**src/rtl/fetch_sequencer.sv**
```systemverilog
// Program counter owner: next-PC selection, return-address stack and the
// RUN/WAIT_IO/HALT sequencing with a confirm-button handshake.
module fetch_sequencer #(
  parameter int unsigned            ADDR_W    = 32,
  parameter int unsigned            IMEM_AW   = 6,
  parameter int unsigned            RAS_DEPTH = 8,
  parameter logic [ADDR_W-1:0]      RESET_PC  = '0
) (
  input  logic               clock,
  input  logic               reset,
  input  logic               enable,
  input  logic               hlt,
  input  logic               io_wait,
  input  logic               confirm,
  input  logic               branch_taken,
  input  logic               jump,
  input  logic               jr,
  input  logic               call,
  input  logic               ret,
  input  logic [ADDR_W-1:0]  imm,
  input  logic [ADDR_W-1:0]  jr_target,
  output logic [ADDR_W-1:0]  pc,
  output logic [IMEM_AW-1:0] imem_addr,
  output logic [ADDR_W-1:0]  pc_plus_one,
  output logic [1:0]         state,
  output logic               retire,
  output logic               ras_overflow,
  output logic               ras_underflow
);

  localparam int unsigned PTR_W = $clog2(RAS_DEPTH);
  localparam int unsigned SP_W  = PTR_W + 1;

  typedef enum logic [1:0] {
    ST_RUN     = 2'd0,
    ST_WAIT_IO = 2'd1,
    ST_HALT    = 2'd2
  } state_t;

  state_t            state_q;
  logic [ADDR_W-1:0] pc_q;
  logic [SP_W-1:0]   sp_q;
  logic [SP_W-1:0]   sp_d;
  logic [ADDR_W-1:0] ras [RAS_DEPTH];
  logic              confirm_prev;
  logic              confirm_pending;
  logic              retire_q;
  logic              ovf_q;
  logic              unf_q;

  logic              ras_empty;
  logic              ras_full;
  logic [PTR_W-1:0]  top_idx;
  logic [ADDR_W-1:0] ras_top;
  logic [ADDR_W-1:0] next_pc;
  logic              run_retire;
  logic              ras_we;
  logic [PTR_W-1:0]  ras_widx;
  logic              ovf_set;
  logic              unf_set;

  assign pc            = pc_q;
  assign imem_addr     = pc_q[IMEM_AW-1:0];
  assign pc_plus_one   = pc_q + ADDR_W'(1);
  assign state         = state_q;
  assign retire        = retire_q;
  assign ras_overflow  = ovf_q;
  assign ras_underflow = unf_q;

  assign ras_empty  = (sp_q == '0);
  assign ras_full   = (sp_q == SP_W'(RAS_DEPTH));
  assign top_idx    = PTR_W'(sp_q - SP_W'(1));
  assign ras_top    = ras[top_idx];
  assign run_retire = enable && (state_q == ST_RUN) && !hlt && !io_wait;

  always_comb begin
    next_pc = pc_plus_one;
    if (ret)
      next_pc = ras_empty ? pc_plus_one : ras_top;
    else if (call)
      next_pc = imm;
    else if (branch_taken)
      next_pc = pc_plus_one + imm;
    else if (jump && jr)
      next_pc = jr_target;
    else if (jump)
      next_pc = imm;
  end

  // Stack bookkeeping; call+ret on a non-empty stack swaps the top in place.
  always_comb begin
    ras_we   = 1'b0;
    ras_widx = top_idx;
    sp_d     = sp_q;
    ovf_set  = 1'b0;
    unf_set  = 1'b0;
    if (run_retire) begin
      if (call && ret) begin
        ras_we = 1'b1;
        if (ras_empty) begin
          ras_widx = PTR_W'(sp_q);
          sp_d     = sp_q + SP_W'(1);
          unf_set  = 1'b1;
        end
      end else if (call) begin
        if (ras_full) begin
          ovf_set = 1'b1;
        end else begin
          ras_we   = 1'b1;
          ras_widx = PTR_W'(sp_q);
          sp_d     = sp_q + SP_W'(1);
        end
      end else if (ret) begin
        if (ras_empty)
          unf_set = 1'b1;
        else
          sp_d = sp_q - SP_W'(1);
      end
    end
  end

  always_ff @(posedge clock) begin
    if (ras_we)
      ras[ras_widx] <= pc_plus_one;
  end

  always_ff @(posedge clock) begin
    if (reset) begin
      pc_q            <= RESET_PC;
      state_q         <= ST_RUN;
      sp_q            <= '0;
      confirm_prev    <= 1'b0;
      confirm_pending <= 1'b0;
      retire_q        <= 1'b0;
      ovf_q           <= 1'b0;
      unf_q           <= 1'b0;
    end else begin
      confirm_prev <= confirm;
      retire_q     <= 1'b0;
      sp_q         <= sp_d;
      ovf_q        <= ovf_q | ovf_set;
      unf_q        <= unf_q | unf_set;
      if (confirm && !confirm_prev)
        confirm_pending <= 1'b1;
      // Clears below override a same-cycle edge: a press racing the state
      // change is treated as stale or already consumed.
      if (enable) begin
        case (state_q)
          ST_RUN: begin
            if (hlt) begin
              state_q <= ST_HALT;
            end else if (io_wait) begin
              state_q         <= ST_WAIT_IO;
              confirm_pending <= 1'b0;
            end else begin
              pc_q     <= next_pc;
              retire_q <= 1'b1;
            end
          end
          ST_WAIT_IO: begin
            if (confirm_pending) begin
              pc_q            <= pc_plus_one;
              state_q         <= ST_RUN;
              confirm_pending <= 1'b0;
              retire_q        <= 1'b1;
            end
          end
          ST_HALT: ;
          default: state_q <= ST_HALT;
        endcase
      end
    end
  end

endmodule

```
**config.mk**
```make
export PLATFORM = sky130hd
export DESIGN_NAME = fetch_sequencer
export DESIGN_NICKNAME = d
export VERILOG_FILES = /design/src/rtl/fetch_sequencer.sv
export SDC_FILE = /design/constraint.sdc
export NUM_CORES = 1
export LEC_CHECK = 0
export ABC_AREA = 1
export BUFFER_PORTS_ARGS = -buffer_cell sky130_fd_sc_hd__clkbuf_2
export CORE_ASPECT_RATIO = 0.9
export CORE_MARGIN = 3
export CORE_UTILIZATION = 65
export CTS_CLUSTER_SIZE = 24
export DETAILED_ROUTE_END_ITERATION = 12
export PLACE_DENSITY = 0.86
export SLEW_MARGIN = 5
export SYNTH_ARGS = -nofsm -noshare
export SYNTH_HDL_FRONTEND = slang
export SYNTH_SLANG_ARGS = --single-unit
```
**constraint.sdc**
```tcl
create_clock -name clock -period 6.1 [get_ports clock]
set_clock_uncertainty 0.2 [all_clocks]
set_input_delay 0.305 -clock clock [delete_from_list [all_inputs] [get_ports clock]]
set_output_delay 0.305 -clock clock [all_outputs]
set_load 0.1 [all_outputs]
```
# Word level (Yosys, flattened, before mapping)
# Memory sizes are Yosys's and may differ from the RTL's.
# Cells that the tools add are included.
# op_classes
n_addsub	4
multipliers	0
div_mod_pow	0
magnitude_cmp	0
n_eq_ne	10
shift	0
n_mux	50
bitwise	4
reduce_logical	17
# op_table
operator	n
two-way mux 32 bit	9
case mux 32 bit (2 select lines)	1
adder 32 x 1 -> 32 bit, second input constant	1
adder 32 bit	1
two-way mux 4 bit	6
two-way mux 1 bit	23
two-way mux 3 bit	5
AND reduction 5 bit	2
inequality test 2 bit, second input constant	4
logical AND 1 bit	6
two-way mux 2 bit	3
inequality test 3 x 2 -> 1 bit, second input constant	2
case mux 2 bit (3 select lines)	1
adder 4 x 1 -> 4 bit, second input constant	1
equality test 4 bit, second input constant	1
logical NOT 4 bit	1
case mux 1 bit (2 select lines)	2
AND reduction 4 bit	1
subtractor 4 x 1 -> 4 bit, second input constant	1
logical NOT 1 bit	3
inequality test 3 bit, second input constant	1
nonzero test 3 bit	1
equality test 2 x 1 -> 1 bit, second input constant	1
equality test 2 bit, second input constant	1
other kinds (5)	7
# totals
register_bits	43
latch_bits	0
ramBits	256
romBits	0
output_inout_bits	75
wordCells	94
n_memories	1
# mem_list
name	depth	word_bits	rd	rd_clocked_by_memory_dff	wr	line_no	rtl
ras	8	32	1	0	1	44	logic [ADDR_W-1:0] ras [RAS_DEPTH];

# Depth between registers and ports, before layout
# logic_depth
depth_word	9
mapped_depth	26
depth_no_buf	26

# Least setup slack after synthesis
# OpenSTA, ideal clock, no wires.
# synth_path
path_type	reg-to-reg
start	reg pc_q[0] (netlist: pc[0])
end	reg pc_q[19] (netlist: pc[19])
setup_ps	129
t_arrival_ps	5418
setup_slack_ps	353
path_stages_with_launch	20
n_path_buf	0
synth_period_minus_slack_ps	5747
cell_sequence	dfxtp_1 > inv_2 > nor2_2 > nand2_1 > xnor2_1 > ha_1 > nand2_1 > inv_1 > a21oi_1 > nand2_1 > nand2_1 > nand2_1 > nand2_1 > nand2_1 > xnor2_1 > nand2_1 > nand2_1 > nand2_1 > nand2_1 > a21oi_1
# synth_via
word_cells_on_any_way	12
classes_between	add/sub: 2; mux: 10
# synth_rtl
element	line_no	rtl
start: declaration	41	logic [ADDR_W-1:0] pc_q;
start signal: assignment	156	pc_q <= next_pc;
start signal: assignment	162	pc_q <= pc_plus_one;
adder 32 x 1 -> 32 bit	64	assign pc_plus_one = pc_q + ADDR_W'(1);
net pc_plus_one[0]	24	output logic [ADDR_W-1:0] pc_plus_one,
adder 32 bit	83	next_pc = pc_plus_one + imm;
two-way mux 32 bit	82	else if (branch_taken)
two-way mux 32 bit	80	else if (call)
two-way mux 32 bit	78	if (ret)
two-way mux 32 bit	152	end else if (io_wait) begin
two-way mux 32 bit	150	if (hlt) begin
case mux 32 bit (2 select lines)	148	case (state_q)
# The timed path passes the listed nets, and every way through them passes these cells. The select of a mux whose other input is x is not followed.
# A chain may end at the register's enable or synchronous reset.

# Worst setup path after layout
# layout_path
start	reg pc_q[1] (netlist: pc[1])
end	reg pc_q[20] (netlist: pc[20])
# layout_via
elab_chain_len	9
word_cells_on_any_way	12
classes_between	add/sub: 2; mux: 10
# layout_lines
element	line_no
adder 32 x 1 -> 32 bit *	64
branches (longest 7 deep; another with adder 32 bit)	--
case mux 32 bit (2 select lines) *	148
# Mark *: on every way between the ends. The select of a mux whose other input is x is not followed.

==> reports/metrics.yaml <==
run_status:
  status: "complete, no violations"
power_and_ir_drop:
  irDropWorstVdd_uv: 175.9
  p_switching_w: 0.001531
  p_int_w: 0.003426
  p_comb_frac: 0.197
  sw_frac_of_total: 0.3088
  power_density_nw_per_um2: 266.0
  p_seq_frac: 0.460
  p_leak_nw: 7.770
  total_power_w: 0.004957
  p_clk_frac: 0.342
timing:
  fin_tns_setup_ns: 0
  post-route-period-util: 0.7406
  worst_pin_slew_ns: 1.254
  grt_setup_unrepaired: "false"
  min_period_ns: 4.518
  finalMaxSlewViolations: 0
  fmax_mhz: 221.4
  setup_viol: 0
  hold_violations: 0
  relSlewSlack: 0.1615
  hold_slack_ns: 0.03138
  worst_slack_ns: 1.582
final_layout:
  stdcell_area_sq_um: 18630
  n_antenna_cell: 0
  final_nets: 2179
  areaGrowthSynthToFinish_pct: 11.94
  drive_gt1_frac: 0.1334
clock_network:
  cts_tree: "yes"
  cts_buffer_depth: 3
  clkTransAtPathRegs_ns: 0.07
  clk_latency_ns: 0.55
  cts_resized: 0
  cts.sinks: 299
  h-tree-depth: 1
  cts_buffers: 28
  clockRootBuffer: "clkbuf_16"
worst_setup_path:
  cp_slowest_cell: "xor2_1"
  slowest_delay_ns: 0.99
  critPathTopFamily: "simple AND/OR/NAND/NOR gates"
  cpMostUsedCell: "nand2_1"
  end_kind: "flip-flop"
  critPathKind: "reg -> reg"
  critical_path_arrival_ns: 4.78
  cp_cell_sequence: "ha_1 > nand2_1 > nor2_4 > nand2_1 > nor2_4 > xor2_1 > ha_1 > nand2_1 > nor2_1 > inv_1 > nor3_1 > nand2_1 > a21o_1 > nand3_1 > nand2_1 > nand2_1 > nand2_1 > a21oi_1"
  path_buf_inv: 1
  crit_fanout: 12
  r2r_setup_slack_ns: 1.58
  start_kind: "flip-flop"
  worstPathRequired_ns: 6.36
floorplan:
  start_util: 0.6731
  row_count: 54
  die_w_um: 174.7
  ioPinCount: 150
  core_sq_um: 24730
  die_area_sq_um: 27570
  die_h_um: 157.8
grt:
  grt_pass1_vias: 14570
  grt_pass1_wl_um: 83350
  use_met2: 0.6308
  met1_usage: 0.5347
  use_met3: 0.08225
  antenna_found_initial: 0
  grt-ovfl-total: 0
  grtUsageTotal: 0.3971
  grt_busiest_layer: "met2"
  grt_max_degree: 75
route:
  drt_iter0_drc: 2251
  routedWlPerCell_um: 23.09
  wl_um: 55870
  vias_per_cell: 6.398
  drc: 0
  ant_nets: 0
  vias: 15480
  dr.pass1.iters: 6
placed_design:
  gp_congestion: 1.085
  dpl.hpwl_um: 38240
  pre_cts_slack_ns: 1.816
  placed_cell_area_sq_um: 17650
  portBuffers: 149
yosys:
  synthMostInstantiatedCell: "nand2_1"
  synth-edff-count: 256
  synth_cell_types: 51
  netlist_instances: 1944
  yosys_warnings: 0
  syn-cell-area_sq_um: 16650
  synth_ff_type: "edfxtp_1"
  ys_seq_area_frac: 0.5135
  syn_nets: 2061
  synthTopCellsByArea: "edfxtp_1 (46%), nand2_1 (9.9%), o21ai_0 (5.8%)"
  synth_top_area_frac: 0.4618
  synth_seq_cells: 299
  synthTopCellsByCount: "nand2_1 (439), edfxtp_1 (256), nor2_1 (235), o21ai_0 (194), inv_1 (171)"
  yosys.area.top_type: "edfxtp_1"
  syn-mean-instance-area_sq_um: 8.563
  async_reset_ff_frac: 0
worst_hold_path:
  hold_class: "in -> reg"
run:
  maxCapViolations: 0
==> worst paths after layout <==
check | to | from | depth (start not counted)
max | pc[20] | pc[1] | 18
min | pc[3] | imm[3] | 5
max reg2reg | pc[20] | pc[1] | 18
min reg2reg | ras_underflow | ras_underflow | 2
==> tightest hold or removal path, stage by stage <==
cell	delay, ns
clkbuf_2	0.10
o211ai_1	0.09
nand2_1	0.05
o21ai_0	0.07
a21oi_1	0.12
==> power groups by stage <==
| stage | Combinational (W) | Clock [W] | Sequential (W) |
|---|---|---|---|
| 2_1_floorplan | 0.000578 | 0 | 0.00242 |
| 3_3_place_gp | 0.000926 | 0 | 0.00232 |
| 3_5_place_dp | 0.000940 | 0 | 0.00232 |
| 4_1_cts | 0.000952 | 0.00169 | 0.00228 |
| 5_1_grt | 0.00104 | 0.00176 | 0.00228 |
| 6_report | 0.000977 | 0.00170 | 0.00228 |
==> per-stage QoR <==
stage | cells | utilization
after global placement | 2360 | 0.7137
after global routing | 2420 | 0.7535
after detailed placement | 2360 | 0.7137
final | 2420 | 0.7535
after CTS | 2420 | 0.7535
after floorplan | 1944 | -
==> area by class of cell <==
cell class              instances  area, sq um
clock inverters                17        126.4
multi-input cells            1370         7059
clock buffers                  35        778.2
flip-flops and latches        299         8552
repair buffers                183         1021
inverters                     180        676.9
well taps                     336        420.4
fillers                      1785         6095
==> metal layers <==
| layer | up-vias | wire [um] |
|---|---|---|
| li1 | 6932 | - |
| met3 | 219 | 7611 |
| met2 | 1223 | 24990 |
| met5 | - | 0 |
| met1 | 7110 | 20590 |
| met4 | 0 | 2689 |
==> cell usage in the layout, fill, tap and decap left out, types with 15 or more instances in the layout <==
cell type    n
a221oi_1    15
o211ai_1    16
clkbuf_2   149
nor2_4      17
edfxtp_1   256
nor2_1     226
nor3_1      15
a21oi_1    129
inv_1      170
o21ai_0    194
clkbuf_16   29
dfxtp_1     42
buf_4       26
ha_1        41
o221ai_1    52
nand3_1    117
nand2_1    439
==> repair_timing <==
item | 4_1_cts | 5_1_grt
setup buffers | 0 | 0
hold buffers | 8 | 0
endpoints found under the hold margin | 7 | 0
==> state kept, by name, indices dropped and copies added (netlist names), 2 cells and up <==
name / flops
pc: 32
ras: 256
state: 2
sp_q: 4
==> cell families after synthesis <==
| group | Yosys count | synth area share |
|---|---|---|
| buffers and inverters | 275 | 0.06615 |
| adders and majority gates | 42 | 0.03202 |
| xor gates and xnor gates | 27 | 0.01646 |
| DFF | 299 | 0.5135 |
| AOI/OAI and AO/OA | 445 | 0.1571 |
| and+or+nand+nor | 856 | 0.2147 |
No activity file was read; power rests on OpenSTA's default activity.
